===== src/rtl/i2c_req_arbiter_if.sv =====
// Bus bundle between the requesters, the arbiter and the downstream i2c_master.
// slave = arbiter view, master = requester/i2c_master (environment) view.
interface i2c_req_arbiter_if;
    logic [3:0]  req;
    logic [27:0] req_addr;
    logic [31:0] req_data;
    logic [3:0]  ack;
    logic [3:0]  err;
    logic        m_start;
    logic [6:0]  m_slave_addr;
    logic [7:0]  m_data;
    logic        m_busy;
    logic        m_done;
    logic        arb_busy;
    logic [1:0]  grant_id;

    modport slave (
        input  req, req_addr, req_data, m_busy, m_done,
        output ack, err, m_start, m_slave_addr, m_data, arb_busy, grant_id
    );

    modport master (
        output req, req_addr, req_data, m_busy, m_done,
        input  ack, err, m_start, m_slave_addr, m_data, arb_busy, grant_id
    );
endinterface


===== src/rtl/i2c_req_arbiter.sv =====
// Round-robin arbiter multiplexing four requesters onto one i2c_master.
// Optional WAIT timeout abort enabled by defining I2C_ARB_TIMEOUT_EN.
module i2c_req_arbiter #(
    parameter int unsigned TIMEOUT_CYCLES = 20000
) (
    input logic             clk,
    input logic             rst,
    i2c_req_arbiter_if.slave bus
);

    typedef enum logic [1:0] {
        S_IDLE,
        S_LAUNCH,
        S_WAIT,
        S_RELEASE
    } state_t;

    state_t      state;
    state_t      next_state;
    logic [1:0]  last_grant;
    logic [1:0]  grant_id;
    logic [1:0]  pick;
    logic [6:0]  slave_addr;
    logic [7:0]  data;
    logic [3:0]  ack_vec;
    logic        timeout_hit;
    logic        unused;

    assign unused = bus.m_busy ^ (TIMEOUT_CYCLES == 0);

    // First requester at or after last_grant+1, wrapping modulo 4.
    always_comb begin
        logic [1:0] cand;
        logic       found;
        pick  = last_grant + 2'd1;
        cand  = '0;
        found = 1'b0;
        for (int unsigned i = 1; i <= 4; i++) begin
            cand = last_grant + 2'(i);
            if (!found && bus.req[cand]) begin
                pick  = cand;
                found = 1'b1;
            end
        end
    end

    always_ff @(posedge clk or posedge rst) begin
        if (rst) begin
            state <= S_IDLE;
        end else begin
            state <= next_state;
        end
    end

    always_comb begin
        next_state = state;
        ack_vec    = '0;
        case (state)
            S_IDLE:    if (|bus.req) next_state = S_LAUNCH;
            S_LAUNCH:  next_state = S_WAIT;
            S_WAIT:    if (bus.m_done || timeout_hit) next_state = S_RELEASE;
            S_RELEASE: begin
                next_state = S_IDLE;
                ack_vec    = 4'b0001 << grant_id;
            end
            default:   next_state = S_IDLE;
        endcase
    end

    always_ff @(posedge clk or posedge rst) begin
        if (rst) begin
            grant_id   <= '0;
            last_grant <= 2'd3;
            slave_addr <= '0;
            data       <= '0;
        end else begin
            if (state == S_IDLE && |bus.req) begin
                grant_id   <= pick;
                slave_addr <= bus.req_addr[7*pick +: 7];
                data       <= bus.req_data[8*pick +: 8];
            end
            if (state == S_RELEASE) begin
                last_grant <= grant_id;
            end
        end
    end

`ifdef I2C_ARB_TIMEOUT_EN
    localparam int unsigned CW = $clog2(TIMEOUT_CYCLES + 1);

    logic [CW-1:0] wait_cnt;
    logic          timed_out;

    // Counter holds k in the k-th WAIT cycle; abort fires after TIMEOUT_CYCLES cycles.
    assign timeout_hit = (state == S_WAIT) && !bus.m_done &&
                         (wait_cnt == CW'(TIMEOUT_CYCLES - 1));

    always_ff @(posedge clk or posedge rst) begin
        if (rst) begin
            wait_cnt  <= '0;
            timed_out <= 1'b0;
        end else begin
            if (state == S_LAUNCH) begin
                wait_cnt <= '0;
            end else if (state == S_WAIT) begin
                wait_cnt <= wait_cnt + 1'b1;
            end
            if (state == S_WAIT) begin
                timed_out <= timeout_hit;
            end
        end
    end

    assign bus.err = timed_out ? ack_vec : '0;
`else
    assign timeout_hit = 1'b0;
    assign bus.err     = '0;
`endif

    assign bus.ack          = ack_vec;
    assign bus.m_start      = (state == S_LAUNCH);
    assign bus.arb_busy     = (state != S_IDLE);
    assign bus.grant_id     = grant_id;
    assign bus.m_slave_addr = slave_addr;
    assign bus.m_data       = data;

endmodule


===== src/flat_wrapper.sv =====
// flat-port wrapper written by rule: the top's interface ports become plain ports
module i2c_req_arbiter_flat 
#(
    parameter int unsigned TIMEOUT_CYCLES = 20000
)
  (clk, rst, bus_req, bus_req_addr, bus_req_data, bus_m_busy, bus_m_done, bus_ack, bus_err, bus_m_start, bus_m_slave_addr, bus_m_data, bus_arb_busy, bus_grant_id);
  i2c_req_arbiter_if bus_i ();
  input logic clk;
  input logic rst;
  input wire logic [$bits(bus_i.req)-1:0] bus_req;
  input wire logic [$bits(bus_i.req_addr)-1:0] bus_req_addr;
  input wire logic [$bits(bus_i.req_data)-1:0] bus_req_data;
  input wire logic [$bits(bus_i.m_busy)-1:0] bus_m_busy;
  input wire logic [$bits(bus_i.m_done)-1:0] bus_m_done;
  output wire logic [$bits(bus_i.ack)-1:0] bus_ack;
  output wire logic [$bits(bus_i.err)-1:0] bus_err;
  output wire logic [$bits(bus_i.m_start)-1:0] bus_m_start;
  output wire logic [$bits(bus_i.m_slave_addr)-1:0] bus_m_slave_addr;
  output wire logic [$bits(bus_i.m_data)-1:0] bus_m_data;
  output wire logic [$bits(bus_i.arb_busy)-1:0] bus_arb_busy;
  output wire logic [$bits(bus_i.grant_id)-1:0] bus_grant_id;
  assign bus_i.req = bus_req;
  assign bus_i.req_addr = bus_req_addr;
  assign bus_i.req_data = bus_req_data;
  assign bus_i.m_busy = bus_m_busy;
  assign bus_i.m_done = bus_m_done;
  assign bus_ack = bus_i.ack;
  assign bus_err = bus_i.err;
  assign bus_m_start = bus_i.m_start;
  assign bus_m_slave_addr = bus_i.m_slave_addr;
  assign bus_m_data = bus_i.m_data;
  assign bus_arb_busy = bus_i.arb_busy;
  assign bus_grant_id = bus_i.grant_id;
  i2c_req_arbiter #(.TIMEOUT_CYCLES(TIMEOUT_CYCLES)) u_core (.clk(clk), .rst(rst), .bus(bus_i));
endmodule

===== config.mk =====
export PLATFORM = sky130hd
export DESIGN_NAME = i2c_req_arbiter_flat
export DESIGN_NICKNAME = d
export VERILOG_FILES = /design/src/rtl/i2c_req_arbiter_if.sv /design/src/rtl/i2c_req_arbiter.sv /design/src/flat_wrapper.sv
export SDC_FILE = /design/constraint.sdc
export NUM_CORES = 1
export LEC_CHECK = 0
export BUFFER_PORTS_ARGS = -buffer_cell sky130_fd_sc_hd__buf_2
export CAP_MARGIN = 10
export CELL_PAD_IN_SITES_DETAIL_PLACEMENT = 2
export CELL_PAD_IN_SITES_GLOBAL_PLACEMENT = 2
export CORE_MARGIN = 10
export CORE_UTILIZATION = 26
export DETAILED_ROUTE_END_ITERATION = 10
export PLACE_DENSITY_LB_ADDON = 0.1
export RECOVER_POWER = 25
export SYNTH_ARGS = -nofsm -noshare
export SYNTH_HDL_FRONTEND = slang
export SYNTH_SLANG_ARGS = --single-unit

===== constraint.sdc =====
create_clock -name clk -period 2.8 [get_ports clk]
set_clock_uncertainty 0.1 [all_clocks]
set_input_delay 0.42 -clock clk [delete_from_list [all_inputs] [get_ports clk]]
set_output_delay 0.42 -clock clk [all_outputs]
set_load 0.01 [all_outputs]

Word level (Yosys, flattened, before mapping). Index checks and enable logic that the tools add are counted.

Add/subtract/negate cells: 3. Multiply operators: 1. Divide/modulo/power cells: 0. Magnitude comparators: 4. Equality and inequality tests: 5. Shifts and indexed selects: 3. Mux-type cells: 18. Bitwise operators: 0. Reductions and logical operators: 11.

Operators by type and width (count): $shiftx A32 B6 Y8 (1); $shiftx A28 B6 Y7 (1); $lt A2 B3 Y1 const B (4); $mux W2 (5); $bmux W1 S2 (4); $pmux W2 S4 (1); $mux W1 (7); $mul A3 B2 Y5 const A (1); $add A2 B2 Y2 const B (2); $eq A2 B2 Y1 const B (2); $logic_and A1 B1 Y1 (4); $mux W4 (1); $reduce_or A4 Y1 (1); $shl A1 B2 Y4 const A (1); $logic_not A1 Y1 (3); $add A2 B1 Y2 const B (1); $eq A2 B1 Y1 const B (1); $logic_not A2 Y1 (1); $ne A2 B1 Y1 const B (1); $ne A2 B2 Y1 const B (1); $reduce_and A2 Y1 (1); $reduce_bool A2 Y1 (1).

Register bits after elaboration: 21. Bits in latches: 0. Bits in writable memories: 0. ROM bits: 0. Input port bits: 68. Word-level logic and storage cells: 50. Memories kept: 0.

Depth between registers and ports, before layout.
Word-level depth: 15. Depth in mapped cells: 7. Depth with buffers taken out: 6.

Worst setup path before layout. Ideal clock, no wire load.

Kind: reg2reg. Start: register u_core.last_grant[0]. End: register u_core.data[5] (netlist: u_core.bus.m_data[5]). Library setup time: 104 ps. Arrival time: 1579 ps. Setup slack: 1018 ps. Stages on the path, launching flop included: 7. Buffers on the path: 1. Clock period less this slack: 1782 ps. Path through: dfstp_2 -> nor2b_1 -> a2bb2oi_2 -> o221ai_4 -> buf_12 -> mux2i_1 -> a221oi_1.

Longest elaborated chain between the ends: 14. Elaborated cells between the ends (all ways): 24.

RTL lines: from (decl) (line i2c_req_arbiter.sv:20) `logic [1:0] last_grant;`; from (signal assigned) (line i2c_req_arbiter.sv:83) `last_grant <= grant_id;`; $add A2 B1 Y2 (line i2c_req_arbiter.sv:35, i2c_req_arbiter.sv:39); $bmux W1 S2 (line i2c_req_arbiter.sv:40) `if (!found && bus.req[cand]) begin`; $mux W1 (implied by the code) (line i2c_req_arbiter.sv:40); $mux W1 (line i2c_req_arbiter.sv:40); $logic_not A1 Y1 (line i2c_req_arbiter.sv:40); $logic_and A1 B1 Y1 (line i2c_req_arbiter.sv:40); $mux W1 (line i2c_req_arbiter.sv:40); $logic_not A1 Y1 (line i2c_req_arbiter.sv:40); $logic_and A1 B1 Y1 (line i2c_req_arbiter.sv:40); $mux W1 (line i2c_req_arbiter.sv:40); $logic_not A1 Y1 (line i2c_req_arbiter.sv:40); $logic_and A1 B1 Y1 (line i2c_req_arbiter.sv:40); $mux W2 (*) (line i2c_req_arbiter.sv:40); $shiftx A32 B6 Y8 (*) (line i2c_req_arbiter.sv:80) `data <= bus.req_data[8*pick +: 8];`; to (signal assigned) (line i2c_req_arbiter.sv:80); to (decl) (line i2c_req_arbiter.sv:24) `logic [7:0] data;`.

Mark *: on every way between the ends. The rest lies on a longest branch, timed or not. The select of a mux whose other input is x is not followed. A chain may end at the register's enable or synchronous reset.

Worst setup path in the final report.
Start: register u_core.last_grant[1]. End: register u_core.data[6] (netlist: u_core.bus.m_data[6]).

The elaborated chain is that of the path after synthesis.

==> impl_metrics.toml <==
[status]
status = "complete, no violations"

[drt]
ant_nets = 0
drcViolationCount = 0
num_vias = 1425
drtIter0Drc = 16
dr.pass1.iters = 3
routed_wl_um = 5660
drt-vias-per-instance = 4.72
wl_per_cell_um = 18.7

[logic_synthesis]
synth_seq_area_share_pct = 34.5
synth_seq_cells = 21
netlist_instances = 141
yosysWarningCount = 0
avgSynthCellArea_um2 = 10.8
synthDistinctLibCells = 40
syn-cell-area_mm2 = 0.00153

[cts]
cts-resized-gates = 0
cts_buffers = 3
path_clk_slew_ns = 0.08
cts_tree = "done"
ctsHoldBuffers = 0
clockRootBuffer = "clkbuf_8"
clk_path_buf_depth = 2
clkSinkCount = 21
cts-htree-levels = 1
cts_setup_buffers = 0
clk-insertion-delay-late_ns = 0.26

[pwr]
power_density_mw_per_mm2 = 988
power.leakage_nw = 1.05
ir_drop_mv = 0.347

[floorplanning]
coreArea_mm2 = 0.00561
die_y_um = 96.7
ioPinCount = 95
start_util_pct = 27.3
die_w_um = 96.7
rows = 27
dieArea_mm2 = 0.00935

[place]
hpwlAfterDp_um = 4760
numPortBuffers = 89
place.gp.congestion = 0.719

[setup_path]
worstSetupPathType = "flip-flop to flip-flop"
crit_fanout = 15
end_kind = "flip-flop"
cp_data_arrival_time_ns = 2.11
startpoint_type = "flip-flop"
worstPathRequired_ns = 2.81

[sta]
fmax_ghz = 0.475
slew_headroom_pct = 43.6
slew_violations = 0
fin_crit_ns = 2.10
tns_ns = 0
tightestPinTransition_ns = 0.845
rsz0062_at_grt = "false"
finalCritPeriodShare_pct = 75.1
hold_viol = 0
finalSetupViolCount = 0

[final_layout]
fillers = 670
drive_gt1_share_pct = 50.9
antenna-diode-count = 0
regArea_um2 = 528
synthToLayoutAreaGrowth_pct = 33.7
final_util_pct = 36.5
fin_nets = 303
multiInputGateArea_um2 = 891

[global_route]
antenna_found_initial = 0
grt_pass1_vias = 1761
grt_max_degree = 32
grt.total_usage_pct = 12.1
grt_overflow = 0
grt_pass1_wl_um = 9430

[min_path]
min_path_type = "input pin to async pin"

[run]
drv_cap = 0
[cells in the mapped netlist]
master      n  area share [%]
a21oi_1     1            0.33
a221oi_1    4             2.3
a221oi_2   10             9.8
a2bb2oi_2   1            0.98
a31oi_1     1            0.41
and2b_1     1            0.49
and3_1      1            0.41
buf_12      1             1.3
buf_4       5             2.5
buf_6       2             1.5
buf_8       1            0.98
clkbuf_1    1            0.25
conb_1      1            0.25
dfrtp_1    19              31
dfstp_2     2             3.4
ha_1        4             3.3
inv_1       6             1.5
mux2i_1    29              19
nand2_1     7             1.7
nand2_2     1            0.41
nand2b_1    1            0.41
nor2_1     19             4.7
nor2_2      1            0.41
nor2_4      1            0.74
nor2b_1     3             1.2
nor3_2      1            0.65
nor3b_1     2            0.98
nor4_2      1            0.82
o211ai_1    1            0.49
o21a_1      1            0.49
o21ai_0     3            0.98
o21ai_2     1            0.57
o21ba_2     1            0.65
o21bai_1    1            0.49
o221ai_4    1             1.7
o22a_1      1            0.57
o22ai_1     1            0.41
o311ai_1    1            0.57
or2b_4      1            0.74
xor2_1      1            0.57
[metrics by stage]
stage	total power, mW	hold WS (ns)	setup slack (ns)	area [um2]	instances
global route	2.23	0.287	0.500	2040	302
finish	2.02	0.219	0.697	2040	302
floorplan	1.50	0.295	1.02	1540	144
global placement	1.79	0.374	0.681	2000	298
CTS	2.08	0.246	0.629	2040	302
detailed placement	1.87	0.379	0.588	2000	298
[layout make-up]
cell class	count	area share, %
multi-input cells	107	43.6
inverters	6	1.10
flip-flops and latches	21	25.8
repair buffers	92	22.9
clock buffers	4	2.20
well taps	72	4.41
[critical path, stage by stage (launching register included)]
cell and delay [ns]:
dfstp_2 0.62, nand2_2 0.10, a31oi_1 0.40, nor2_2 0.14
nor2_4 0.42, a221oi_1 0.17
[cell families (layout without fill, tap and decap cells)]
family / after synthesis / after routing / share of synthesized area [%]
AOI/OAI and AO/OA: 29 / 29 / 20.8
xor gates and xnor gates: 1 / 1 / 0.573
and+or+nand+nor: 40 / 40 / 13.7
adders and majority gates: 4 / 4 / 3.27
buffers and inverters: 16 / 102 / 7.94
DFF: 21 / 21 / 34.5
other: 1 / 4 / 0.245
muxes: 29 / 29 / 19.0
[layer usage]
layer	GRT usage (%)	share of wire, %
met1	12.0	38
met2	23.4	55
met3	4.83	7.2
met4	1.35	0.30
met5	0	0
[layout by cell type, fill, tap and decap left out, types with 2 or more instances in the layout]
cell type	n
a221oi_1	4
a221oi_2	10
buf_2	89
buf_4	3
clkbuf_8	3
conb_1	4
dfrtp_1	19
dfstp_2	2
ha_1	4
inv_1	6
mux2i_1	29
nand2_1	7
nor2_1	19
nor2b_1	3
nor3b_1	2
o21ai_0	3
[worst paths after layout]
check	startpoint	endpoint	slack, ns	cells after the start
setup reg to reg	u_core.last_grant[1]	u_core.bus.m_data[6]	0.70	5
setup / recovery	u_core.last_grant[1]	u_core.bus.m_data[6]	0.70	5
max in group asynchronous	rst	u_core.bus.m_data[6]	1.86	2
hold / removal	rst	u_core.bus.m_slave_addr[3]	0.22	2
hold reg to reg	u_core.bus.m_slave_addr[6]	u_core.bus.m_slave_addr[6]	0.39	2
min in group clk	u_core.bus.m_slave_addr[6]	u_core.bus.m_slave_addr[6]	0.39	2
[state kept, by name, indices dropped and copies added (netlist names)]
name and cells:
u_core.bus.m_data 8, u_core.last_grant 2, u_core.bus.m_slave_addr 7, u_core.state 2
u_core.bus.grant_id 2
[power by group]
group,switching (mW),leakage (nW),internal (mW)
clock,0.100,0.0228,0.101
combinational,0.692,0.797,0.541
sequential,0.115,0.234,0.471
total,0.907,1.05,1.11
Power figures use the tool's default switching activity.
